### src/rtl/cga_pkg.sv
`default_nettype none
// +-----------------------------------------------------------------------+
// | cga_pkg : shared types and constants for the CGA video RAM arbiter    |
// | Revision: 1.0                                                         |
// +-----------------------------------------------------------------------+
package cga_pkg;

  localparam int RAM_A_W           = 19;
  localparam int ACCESS_CYCLES_MIN = 2;

  typedef enum logic [2:0] {
    ST_IDLE   = 3'd0,
    ST_V_CHAR = 3'd1,
    ST_V_ATTR = 3'd2,
    ST_C_RD   = 3'd3,
    ST_C_WR   = 3'd4,
    ST_W_HOLD = 3'd5
  } state_e;

  // Bank base plus offset; wraps modulo the 512 KB SRAM.
  function automatic logic [RAM_A_W-1:0] ram_addr(input logic [RAM_A_W-1:0] base,
                                                  input logic [RAM_A_W-1:0] offs);
    return base + offs;
  endfunction

endpackage
`default_nettype wire

### src/rtl/cga_vram_arbiter_if.sv
`default_nettype none
// +-----------------------------------------------------------------------+
// | cga_vram_arbiter_if : CRTC fetch, CPU access and SRAM pin bundle      |
// | Revision: 1.0                                                         |
// +-----------------------------------------------------------------------+
interface cga_vram_arbiter_if #(
  parameter int ADDR_W = 14
);
  import cga_pkg::*;

  logic                vid_req;
  logic [12:0]         vid_addr;
  logic [7:0]          vid_char;
  logic [7:0]          vid_attr;
  logic                vid_valid;
  logic                vid_overrun;
  logic                cpu_req;
  logic                cpu_we;
  logic [ADDR_W-1:0]   cpu_addr;
  logic [7:0]          cpu_wdata;
  logic [7:0]          cpu_rdata;
  logic                cpu_ack;
  logic                cpu_busy;
  logic [RAM_A_W-1:0]  ram_a;
  logic [7:0]          ram_dout;
  logic                ram_doe;
  logic [7:0]          ram_din;
  logic                ram_we_l;

  modport slave (
    input  vid_req, vid_addr, cpu_req, cpu_we, cpu_addr, cpu_wdata, ram_din,
    output vid_char, vid_attr, vid_valid, vid_overrun, cpu_rdata, cpu_ack, cpu_busy,
           ram_a, ram_dout, ram_doe, ram_we_l
  );

  modport master (
    output vid_req, vid_addr, cpu_req, cpu_we, cpu_addr, cpu_wdata, ram_din,
    input  vid_char, vid_attr, vid_valid, vid_overrun, cpu_rdata, cpu_ack, cpu_busy,
           ram_a, ram_dout, ram_doe, ram_we_l
  );

endinterface
`default_nettype wire

### src/rtl/cga_vram_timer.sv
`default_nettype none
// +-----------------------------------------------------------------------+
// | cga_vram_timer : per-state access down-counter with last/sample flags |
// | Revision: 1.0                                                         |
// +-----------------------------------------------------------------------+
module cga_vram_timer #(
  parameter int ACCESS_CYCLES = 2
) (
  input  wire logic clk,
  input  wire logic rst_n,
  input  wire logic load,
  output logic      last,
  output logic      sample
);

  localparam int CNT_W = $clog2(ACCESS_CYCLES);

  logic [CNT_W-1:0] cnt_q;
  logic [CNT_W-1:0] cnt_d;

  always_comb begin
    cnt_d = cnt_q;
    if (load) begin
      cnt_d = CNT_W'(ACCESS_CYCLES - 1);
    end else if (cnt_q != '0) begin
      cnt_d = cnt_q - CNT_W'(1);
    end
  end

  always_ff @(posedge clk or negedge rst_n) begin
    if (!rst_n) begin
      cnt_q <= '0;
    end else begin
      cnt_q <= cnt_d;
    end
  end

  // sample marks the edge that opens the final clock, so captured data is
  // visible in the same cycle as the registered valid/ack pulse.
  assign last   = (cnt_q == '0);
  assign sample = (cnt_q == CNT_W'(1));

endmodule
`default_nettype wire

### src/rtl/cga_vram_arbiter.sv
`default_nettype none
// +-----------------------------------------------------------------------+
// | cga_vram_arbiter : shares the video SRAM between CRTC fetch and CPU   |
// | Revision: 1.0                                                         |
// +-----------------------------------------------------------------------+
module cga_vram_arbiter
  import cga_pkg::*;
#(
  parameter int                 ACCESS_CYCLES = 2,
  parameter int                 ADDR_W        = 14,
  parameter logic [RAM_A_W-1:0] RAM_BASE      = 19'h0
) (
  input  wire logic          clk,
  input  wire logic          busreset_l,
  cga_vram_arbiter_if.slave  bus
);

  generate
    if (ACCESS_CYCLES < ACCESS_CYCLES_MIN) begin : g_bad_access_cycles
      $error("ACCESS_CYCLES must be at least %0d", ACCESS_CYCLES_MIN);
    end
    if (ADDR_W > RAM_A_W) begin : g_bad_addr_w
      $error("ADDR_W must not exceed %0d", RAM_A_W);
    end
  endgenerate

  state_e              state_q, state_d;
  logic                vid_pend_q, vid_pend_d;
  logic [12:0]         vaddr_q, vaddr_d;
  logic                vid_ovr_q, vid_ovr_d;
  logic                vid_valid_q, vid_valid_d;
  logic [7:0]          vid_char_q, vid_char_d;
  logic [7:0]          vid_attr_q, vid_attr_d;
  logic                cpu_ack_q, cpu_ack_d;
  logic                ack_dly_q, ack_dly_d;
  logic [7:0]          cpu_rdata_q, cpu_rdata_d;
  logic [RAM_A_W-1:0]  ram_a_q, ram_a_d;
  logic [7:0]          ram_dout_q, ram_dout_d;
  logic                ram_doe_q, ram_doe_d;
  logic                ram_we_l_q, ram_we_l_d;

  logic t_load, t_last, t_sample;
  logic vid_busy, vid_drop, vid_take, vid_go, cpu_go;

  cga_vram_timer #(.ACCESS_CYCLES(ACCESS_CYCLES)) u_timer (
    .clk    (clk),
    .rst_n  (busreset_l),
    .load   (t_load),
    .last   (t_last),
    .sample (t_sample)
  );

  assign vid_busy = vid_pend_q || (state_q == ST_V_CHAR) || (state_q == ST_V_ATTR);
  assign vid_drop = bus.vid_req && vid_busy;
  assign vid_take = bus.vid_req && !vid_busy;
  assign vid_go   = (state_q == ST_IDLE) && (vid_pend_q || vid_take);
  // ack_dly_q blocks a re-grant while the requester is still releasing cpu_req.
  assign cpu_go   = (state_q == ST_IDLE) && !vid_go && bus.cpu_req && !cpu_ack_q && !ack_dly_q;
  assign t_load   = (state_d != state_q);

  always_comb begin
    state_d     = state_q;
    vid_char_d  = vid_char_q;
    vid_attr_d  = vid_attr_q;
    cpu_rdata_d = cpu_rdata_q;
    ram_a_d     = ram_a_q;
    ram_dout_d  = ram_dout_q;
    ram_doe_d   = ram_doe_q;
    ram_we_l_d  = ram_we_l_q;
    vid_valid_d = 1'b0;
    cpu_ack_d   = 1'b0;
    ack_dly_d   = cpu_ack_q;
    vid_ovr_d   = vid_ovr_q || vid_drop;
    vaddr_d     = vid_take ? bus.vid_addr : vaddr_q;
    vid_pend_d  = vid_go ? 1'b0 : (vid_pend_q || vid_take);

    case (state_q)
      ST_IDLE: begin
        if (vid_go) begin
          state_d = ST_V_CHAR;
          ram_a_d = ram_addr(RAM_BASE, RAM_A_W'({vaddr_d, 1'b0}));
        end else if (cpu_go) begin
          ram_a_d = ram_addr(RAM_BASE, RAM_A_W'(bus.cpu_addr));
          if (bus.cpu_we) begin
            state_d    = ST_C_WR;
            ram_dout_d = bus.cpu_wdata;
            ram_doe_d  = 1'b1;
            ram_we_l_d = 1'b1;
          end else begin
            state_d = ST_C_RD;
          end
        end
      end
      ST_V_CHAR: begin
        if (t_sample) vid_char_d = bus.ram_din;
        if (t_last) begin
          state_d = ST_V_ATTR;
          ram_a_d = ram_addr(RAM_BASE, RAM_A_W'({vaddr_q, 1'b1}));
        end
      end
      ST_V_ATTR: begin
        if (t_sample) begin
          vid_attr_d  = bus.ram_din;
          vid_valid_d = 1'b1;
        end
        if (t_last) state_d = ST_IDLE;
      end
      ST_C_RD: begin
        if (t_sample) begin
          cpu_rdata_d = bus.ram_din;
          cpu_ack_d   = 1'b1;
        end
        if (t_last) state_d = ST_IDLE;
      end
      ST_C_WR: begin
        if (t_last) begin
          state_d    = ST_W_HOLD;
          ram_we_l_d = 1'b1;
          cpu_ack_d  = 1'b1;
        end else begin
          ram_we_l_d = 1'b0;
        end
      end
      ST_W_HOLD: begin
        state_d    = ST_IDLE;
        ram_doe_d  = 1'b0;
        ram_we_l_d = 1'b1;
      end
      default: state_d = ST_IDLE;
    endcase
  end

  always_ff @(posedge clk or negedge busreset_l) begin
    if (!busreset_l) begin
      state_q     <= ST_IDLE;
      vid_pend_q  <= 1'b0;
      vaddr_q     <= '0;
      vid_ovr_q   <= 1'b0;
      vid_valid_q <= 1'b0;
      vid_char_q  <= '0;
      vid_attr_q  <= '0;
      cpu_ack_q   <= 1'b0;
      ack_dly_q   <= 1'b0;
      cpu_rdata_q <= '0;
      ram_a_q     <= RAM_BASE;
      ram_dout_q  <= '0;
      ram_doe_q   <= 1'b0;
      ram_we_l_q  <= 1'b1;
    end else begin
      state_q     <= state_d;
      vid_pend_q  <= vid_pend_d;
      vaddr_q     <= vaddr_d;
      vid_ovr_q   <= vid_ovr_d;
      vid_valid_q <= vid_valid_d;
      vid_char_q  <= vid_char_d;
      vid_attr_q  <= vid_attr_d;
      cpu_ack_q   <= cpu_ack_d;
      ack_dly_q   <= ack_dly_d;
      cpu_rdata_q <= cpu_rdata_d;
      ram_a_q     <= ram_a_d;
      ram_dout_q  <= ram_dout_d;
      ram_doe_q   <= ram_doe_d;
      ram_we_l_q  <= ram_we_l_d;
    end
  end

  assign bus.vid_char    = vid_char_q;
  assign bus.vid_attr    = vid_attr_q;
  assign bus.vid_valid   = vid_valid_q;
  assign bus.vid_overrun = vid_ovr_q;
  assign bus.cpu_rdata   = cpu_rdata_q;
  assign bus.cpu_ack     = cpu_ack_q;
  assign bus.cpu_busy    = bus.cpu_req && !cpu_ack_q;
  assign bus.ram_a       = ram_a_q;
  assign bus.ram_dout    = ram_dout_q;
  assign bus.ram_doe     = ram_doe_q;
  assign bus.ram_we_l    = ram_we_l_q;

endmodule
`default_nettype wire

### src/flat_wrapper.sv
// flat-port wrapper written by rule: the top's interface ports become plain ports
module cga_vram_arbiter_flat import cga_pkg::*;
#(
  parameter int                 ACCESS_CYCLES = 2,
  parameter int                 ADDR_W        = 14,
  parameter logic [RAM_A_W-1:0] RAM_BASE      = 19'h0
)
  (clk, busreset_l, bus_vid_req, bus_vid_addr, bus_cpu_req, bus_cpu_we, bus_cpu_addr, bus_cpu_wdata, bus_ram_din, bus_vid_char, bus_vid_attr, bus_vid_valid, bus_vid_overrun, bus_cpu_rdata, bus_cpu_ack, bus_cpu_busy, bus_ram_a, bus_ram_dout, bus_ram_doe, bus_ram_we_l);
  cga_vram_arbiter_if #(.ADDR_W(ADDR_W)) bus_i ();
  input  wire logic clk;
  input  wire logic busreset_l;
  input wire logic [$bits(bus_i.vid_req)-1:0] bus_vid_req;
  input wire logic [$bits(bus_i.vid_addr)-1:0] bus_vid_addr;
  input wire logic [$bits(bus_i.cpu_req)-1:0] bus_cpu_req;
  input wire logic [$bits(bus_i.cpu_we)-1:0] bus_cpu_we;
  input wire logic [$bits(bus_i.cpu_addr)-1:0] bus_cpu_addr;
  input wire logic [$bits(bus_i.cpu_wdata)-1:0] bus_cpu_wdata;
  input wire logic [$bits(bus_i.ram_din)-1:0] bus_ram_din;
  output wire logic [$bits(bus_i.vid_char)-1:0] bus_vid_char;
  output wire logic [$bits(bus_i.vid_attr)-1:0] bus_vid_attr;
  output wire logic [$bits(bus_i.vid_valid)-1:0] bus_vid_valid;
  output wire logic [$bits(bus_i.vid_overrun)-1:0] bus_vid_overrun;
  output wire logic [$bits(bus_i.cpu_rdata)-1:0] bus_cpu_rdata;
  output wire logic [$bits(bus_i.cpu_ack)-1:0] bus_cpu_ack;
  output wire logic [$bits(bus_i.cpu_busy)-1:0] bus_cpu_busy;
  output wire logic [$bits(bus_i.ram_a)-1:0] bus_ram_a;
  output wire logic [$bits(bus_i.ram_dout)-1:0] bus_ram_dout;
  output wire logic [$bits(bus_i.ram_doe)-1:0] bus_ram_doe;
  output wire logic [$bits(bus_i.ram_we_l)-1:0] bus_ram_we_l;
  assign bus_i.vid_req = bus_vid_req;
  assign bus_i.vid_addr = bus_vid_addr;
  assign bus_i.cpu_req = bus_cpu_req;
  assign bus_i.cpu_we = bus_cpu_we;
  assign bus_i.cpu_addr = bus_cpu_addr;
  assign bus_i.cpu_wdata = bus_cpu_wdata;
  assign bus_i.ram_din = bus_ram_din;
  assign bus_vid_char = bus_i.vid_char;
  assign bus_vid_attr = bus_i.vid_attr;
  assign bus_vid_valid = bus_i.vid_valid;
  assign bus_vid_overrun = bus_i.vid_overrun;
  assign bus_cpu_rdata = bus_i.cpu_rdata;
  assign bus_cpu_ack = bus_i.cpu_ack;
  assign bus_cpu_busy = bus_i.cpu_busy;
  assign bus_ram_a = bus_i.ram_a;
  assign bus_ram_dout = bus_i.ram_dout;
  assign bus_ram_doe = bus_i.ram_doe;
  assign bus_ram_we_l = bus_i.ram_we_l;
  cga_vram_arbiter #(.ACCESS_CYCLES(ACCESS_CYCLES), .ADDR_W(ADDR_W), .RAM_BASE(RAM_BASE)) u_core (.clk(clk), .busreset_l(busreset_l), .bus(bus_i));
endmodule
### config.mk
export PLATFORM = sky130hd
export DESIGN_NAME = cga_vram_arbiter_flat
export DESIGN_NICKNAME = d
export VERILOG_FILES = /design/src/rtl/cga_pkg.sv /design/src/rtl/cga_vram_arbiter_if.sv /design/src/rtl/cga_vram_timer.sv /design/src/rtl/cga_vram_arbiter.sv /design/src/flat_wrapper.sv
export SDC_FILE = /design/constraint.sdc
export NUM_CORES = 1
export LEC_CHECK = 0
export BUFFER_PORTS_ARGS = -buffer_cell sky130_fd_sc_hd__buf_2
export CAP_MARGIN = 20
export CORE_MARGIN = 2
export CORE_UTILIZATION = 40
export CTS_BUF_LIST = sky130_fd_sc_hd__clkbuf_4 sky130_fd_sc_hd__clkbuf_8
export CTS_CLUSTER_DIAMETER = 80
export CTS_CLUSTER_SIZE = 20
export DETAILED_ROUTE_END_ITERATION = 8
export GPL_ROUTABILITY_DRIVEN = 0
export HOLD_SLACK_MARGIN = 0.03
export PLACE_DENSITY = 0.64
export REMOVE_ABC_BUFFERS = 1
export SLEW_MARGIN = 20
export SYNTH_ARGS = -nofsm -noshare
export SYNTH_HDL_FRONTEND = slang
export SYNTH_SLANG_ARGS = --single-unit
### constraint.sdc
create_clock -name clk -period 2.34 [get_ports clk]
set_input_delay 0.234 -clock clk [delete_from_list [all_inputs] [get_ports clk]]
set_output_delay 0.234 -clock clk [all_outputs]
set_load 0.02 [all_outputs]
==> flow_results.org <==
** Outcome
- The run finished with clean final reports.

** Logic synthesis
- Most used flip-flop cell after synthesis :: sky130_fd_sc_hd__dfrtp_1
- Area of the mapped netlist :: ~0.003 mm²
- Yosys mapped a number of flops with a built-in enable equal to 0.
- Sequential-to-total area share from yosys stat :: around 60%
- After synthesis, the cell types taking the most area are sky130_fd_sc_hd__dfrtp_1 58%, sky130_fd_sc_hd__mux2_2 14%, sky130_fd_sc_hd__mux2_4 3.5%.
- Gate count of the mapped netlist :: approximately 240
- Async set or reset register ratio after synthesis :: 100%
- Counting flops and latches in the post-synthesis netlist gives 70.
- During synthesis, Yosys emitted a total of 0 warnings.
- Synthesized area divided by synthesized cell count :: ~13 µm²
- Unique masters post-synth :: 39
- The synthesized design devotes to its leading area cell type between 50% and 60% of total area.
- Synth area leader :: sky130_fd_sc_hd__dfrtp_1

** Worst setup path
- STA classifies the critical path endpoint as a flop.
- The worst setup path is launched from a flop.
- Critical path type :: reg2reg
- Worst path required time :: around 2.6 ns
- Arrival time of the worst setup path :: around 2.2 ns
- Along the worst path, the maximum fanout reaches 11.

** Timing
- Worst slew margin relative to its limit :: 60.6%
- Finish-stage setup viols :: 0
- The final count of hold timing violations is 0.
- Final Critical Period :: slightly below 2 ns
- Worst-case setup margin in the final layout :: ~0.36 ns
- Final hold analysis gives a worst-case slack of 0.111 ns.
- Summed over all failing endpoints, the final setup total negative slack is 0 ns.
- Least-Margin Pin Slew :: 0.591 ns
- Worst Skew :: about 0.011 ns
- Setup repair after global routing left no endpoint under its margin.
- Highest clock rate :: 0.505 GHz
- Final max-slew violation count :: 0
- In the finished design, the share of the clock period the worst path needs comes to between 80 and 90%.

** Final layout
- Count of non-filler cells in the finished layout :: ~450
- Utilization of the core after routing :: a little over half
- The final layout contains about 390 nets.
- 0 antenna diodes ended up in the layout.
- Synthesis-to-layout area growth :: 28.0%
- Of the cells placed in the final design, the portion with a size suffix greater than 1 is about half.
- Fill cells in the final layout number about 660.
- The library cell used most frequently in the layout, excluding fill and tap cells, is sky130_fd_sc_hd__buf_2.
- Highest-count cells in the layout ignoring fill and taps :: 99 x sky130_fd_sc_hd__buf_2, 69 x sky130_fd_sc_hd__dfrtp_1, 38 x sky130_fd_sc_hd__mux2_2, 19 x sky130_fd_sc_hd__nor2_1, 18 x sky130_fd_sc_hd__nand2_1
- Once layout is done, the placed cells without fillers occupy between 0.003 and 0.004 mm².

** Power
- Pwr/cell area :: approximately 1600 mW/mm²
- Overall power consumption after layout is estimated at between 6 and 7 mW.
- For this design the static power due to leakage is 1.87 nW.
- VDD sags by at most around 0.75 mV.

** Placement
- DP Wirelength :: 4.51 mm
- Input/output buffers :: 99
- The number of placed instances, taps included, is 430.
- The placed instances occupy a cell area of roughly 0.0036 mm².
- Place WS :: about 0.36 ns

** Global route
- Pin count of the biggest net entering global routing :: 32
- Global Route Usage Sum :: roughly 16%
- The first global-routing pass estimated 10.7 mm of wire.
- Via count of the first global-routing pass :: around 2100
- Global route overflow :: 0
- Number of antenna violations at the first check in global routing :: 0

** Die
- Starting Density :: 41.4%
- The floorplan step set the die width to around 91 µm.
- Cell row count :: 31
- In this run the count of I/O pins placed on the die edge is between 100 and 150.
- The die covers 0.00821 mm².
- The die is ~91 µm tall.
- Core Area :: approximately 0.0073 mm²

** Detailed routing
- Wires add up to roughly 6.5 mm.
- After detailed routing, the number of vias per cell comes to 4.95.
- Per-cell routed wire length :: 14.5 µm
- The routed layout has 2217 vias.
- Detailed-route DRC error count :: 0
- Remaining antenna violation count after routing :: 0
- Iteration-0 DRC count of the detailed router :: 68
- For this run, the detailed router's first-pass iteration total came to 4.

** Clocking
- Clock transition at the registers of the reported paths :: approximately 0.080 ns
- The H-tree was split into 3 levels.
- Num Clock Sinks :: 70
- Number of setup buffers added after CTS :: 0
- Number of CTS-inserted buffers :: 9
- Maximum number of buffers from clock root to sink :: 2
- TritonCTS clock tree :: built
- Cell at the root of the clock tree :: sky130_fd_sc_hd__clkbuf_8
- The later pin in the worst-skew pair is clocked with a latency of around 0.35 ns.

** Hold path
- The worst hold path belongs to the class in2reg.

** Job
- Reported max-cap violation count :: 0
[cells in the mapped netlist (2+ instances only)]
| library cell | number |
|---|---|
| sky130_fd_sc_hd__o21ai_0 | 4 |
| sky130_fd_sc_hd__a21oi_1 | 4 |
| sky130_fd_sc_hd__buf_4 | 5 |
| sky130_fd_sc_hd__or2b_1 | 2 |
| sky130_fd_sc_hd__nor3_1 | 2 |
| sky130_fd_sc_hd__buf_6 | 2 |
| sky130_fd_sc_hd__nor3_2 | 2 |
| sky130_fd_sc_hd__inv_1 | 6 |
| sky130_fd_sc_hd__dfrtp_1 | 69 |
| sky130_fd_sc_hd__nand2_1 | 18 |
| sky130_fd_sc_hd__clkbuf_1 | 5 |
| sky130_fd_sc_hd__mux2_2 | 38 |
| sky130_fd_sc_hd__o31ai_1 | 14 |
| sky130_fd_sc_hd__buf_2 | 6 |
| sky130_fd_sc_hd__o22ai_1 | 13 |
| sky130_fd_sc_hd__nor2_1 | 19 |
| sky130_fd_sc_hd__a21o_1 | 2 |
| sky130_fd_sc_hd__mux2_4 | 7 |
[final timing paths]
kind | start | end | slack [ns] | cells after the start
max | u_core.bus.cpu_ack | u_core.bus.ram_dout[2] | 0.36 | 4
min | bus_cpu_wdata[1] | u_core.bus.ram_dout[1] | 0.11 | 2
max reg2reg | u_core.bus.cpu_ack | u_core.bus.ram_dout[2] | 0.36 | 4
min reg2reg | u_core.bus.cpu_ack | u_core.ack_dly_q | 0.45 | 0
max in group asynchronous | busreset_l | u_core.bus.ram_we_l | 1.20 | 3
min in group asynchronous | busreset_l | u_core.bus.ram_a[11] | 0.42 | 2
[critical path, stage by stage (launching register included)]
cell                      delay [ns]
sky130_fd_sc_hd__dfrtp_1        0.41
sky130_fd_sc_hd__or3b_2         0.49
sky130_fd_sc_hd__nor3_2         0.19
sky130_fd_sc_hd__nand2_1        0.35
sky130_fd_sc_hd__mux2_4         0.41
[metal layers]
layer	global-route usage, %	vias up	wire length (µm)
li1	-	1054	-
met1	22.8	1066	3080
met2	23.9	90	2830
met3	6.68	7	533
met4	4.62	0	55
met5	0	-	0
[sequential cells by signal, summed over array words and instances, names as in the netlist, 3 cells and up]
signal                cells
u_core.bus.cpu_rdata      8
u_core.state_q            3
u_core.vaddr_q           13
u_core.bus.ram_a         14
u_core.bus.vid_char       8
u_core.bus.ram_dout       8
u_core.bus.vid_attr       8
[power breakdown]
| part | internal [mW] | total (mW) | switching [mW] |
|---|---|---|---|
| Combinational | 1.23 | 2.84 | 1.61 |
| Clock | 0.658 | 1.12 | 0.459 |
| Sequential | 1.82 | 2.14 | 0.317 |
[area by class of cell]
class | instances | area [µm²] | area share, %
clock buffer | 11 | 151 | 3.94
clock inverter | 5 | 81.3 | 2.12
inverter | 6 | 22.5 | 0.586
multi-input combinational | 149 | 1130 | 29.5
sequential | 70 | 1750 | 45.6
tap | 99 | 124 | 3.22
timing repair buffer | 108 | 578 | 15.0
[kinds of logic after synthesis]
family | share of synthesized area, %
flops | 58.4
simple gates | 8.59
mux | 17.8
compound gates | 9.84
buf+inv | 4.38
xor+xnor | 0.584
fa+ha+maj | 0.333
other cells | 0.125
[timing repair]
action | 4_1_cts | 5_1_grt
gates resized for setup | 0 | 0
hold endpoints to repair | 23 | 0
setup endpoints to repair | 0 | 0
hold buffers | 1 | 0
Note: power is estimated with default switching activity, not from simulation.
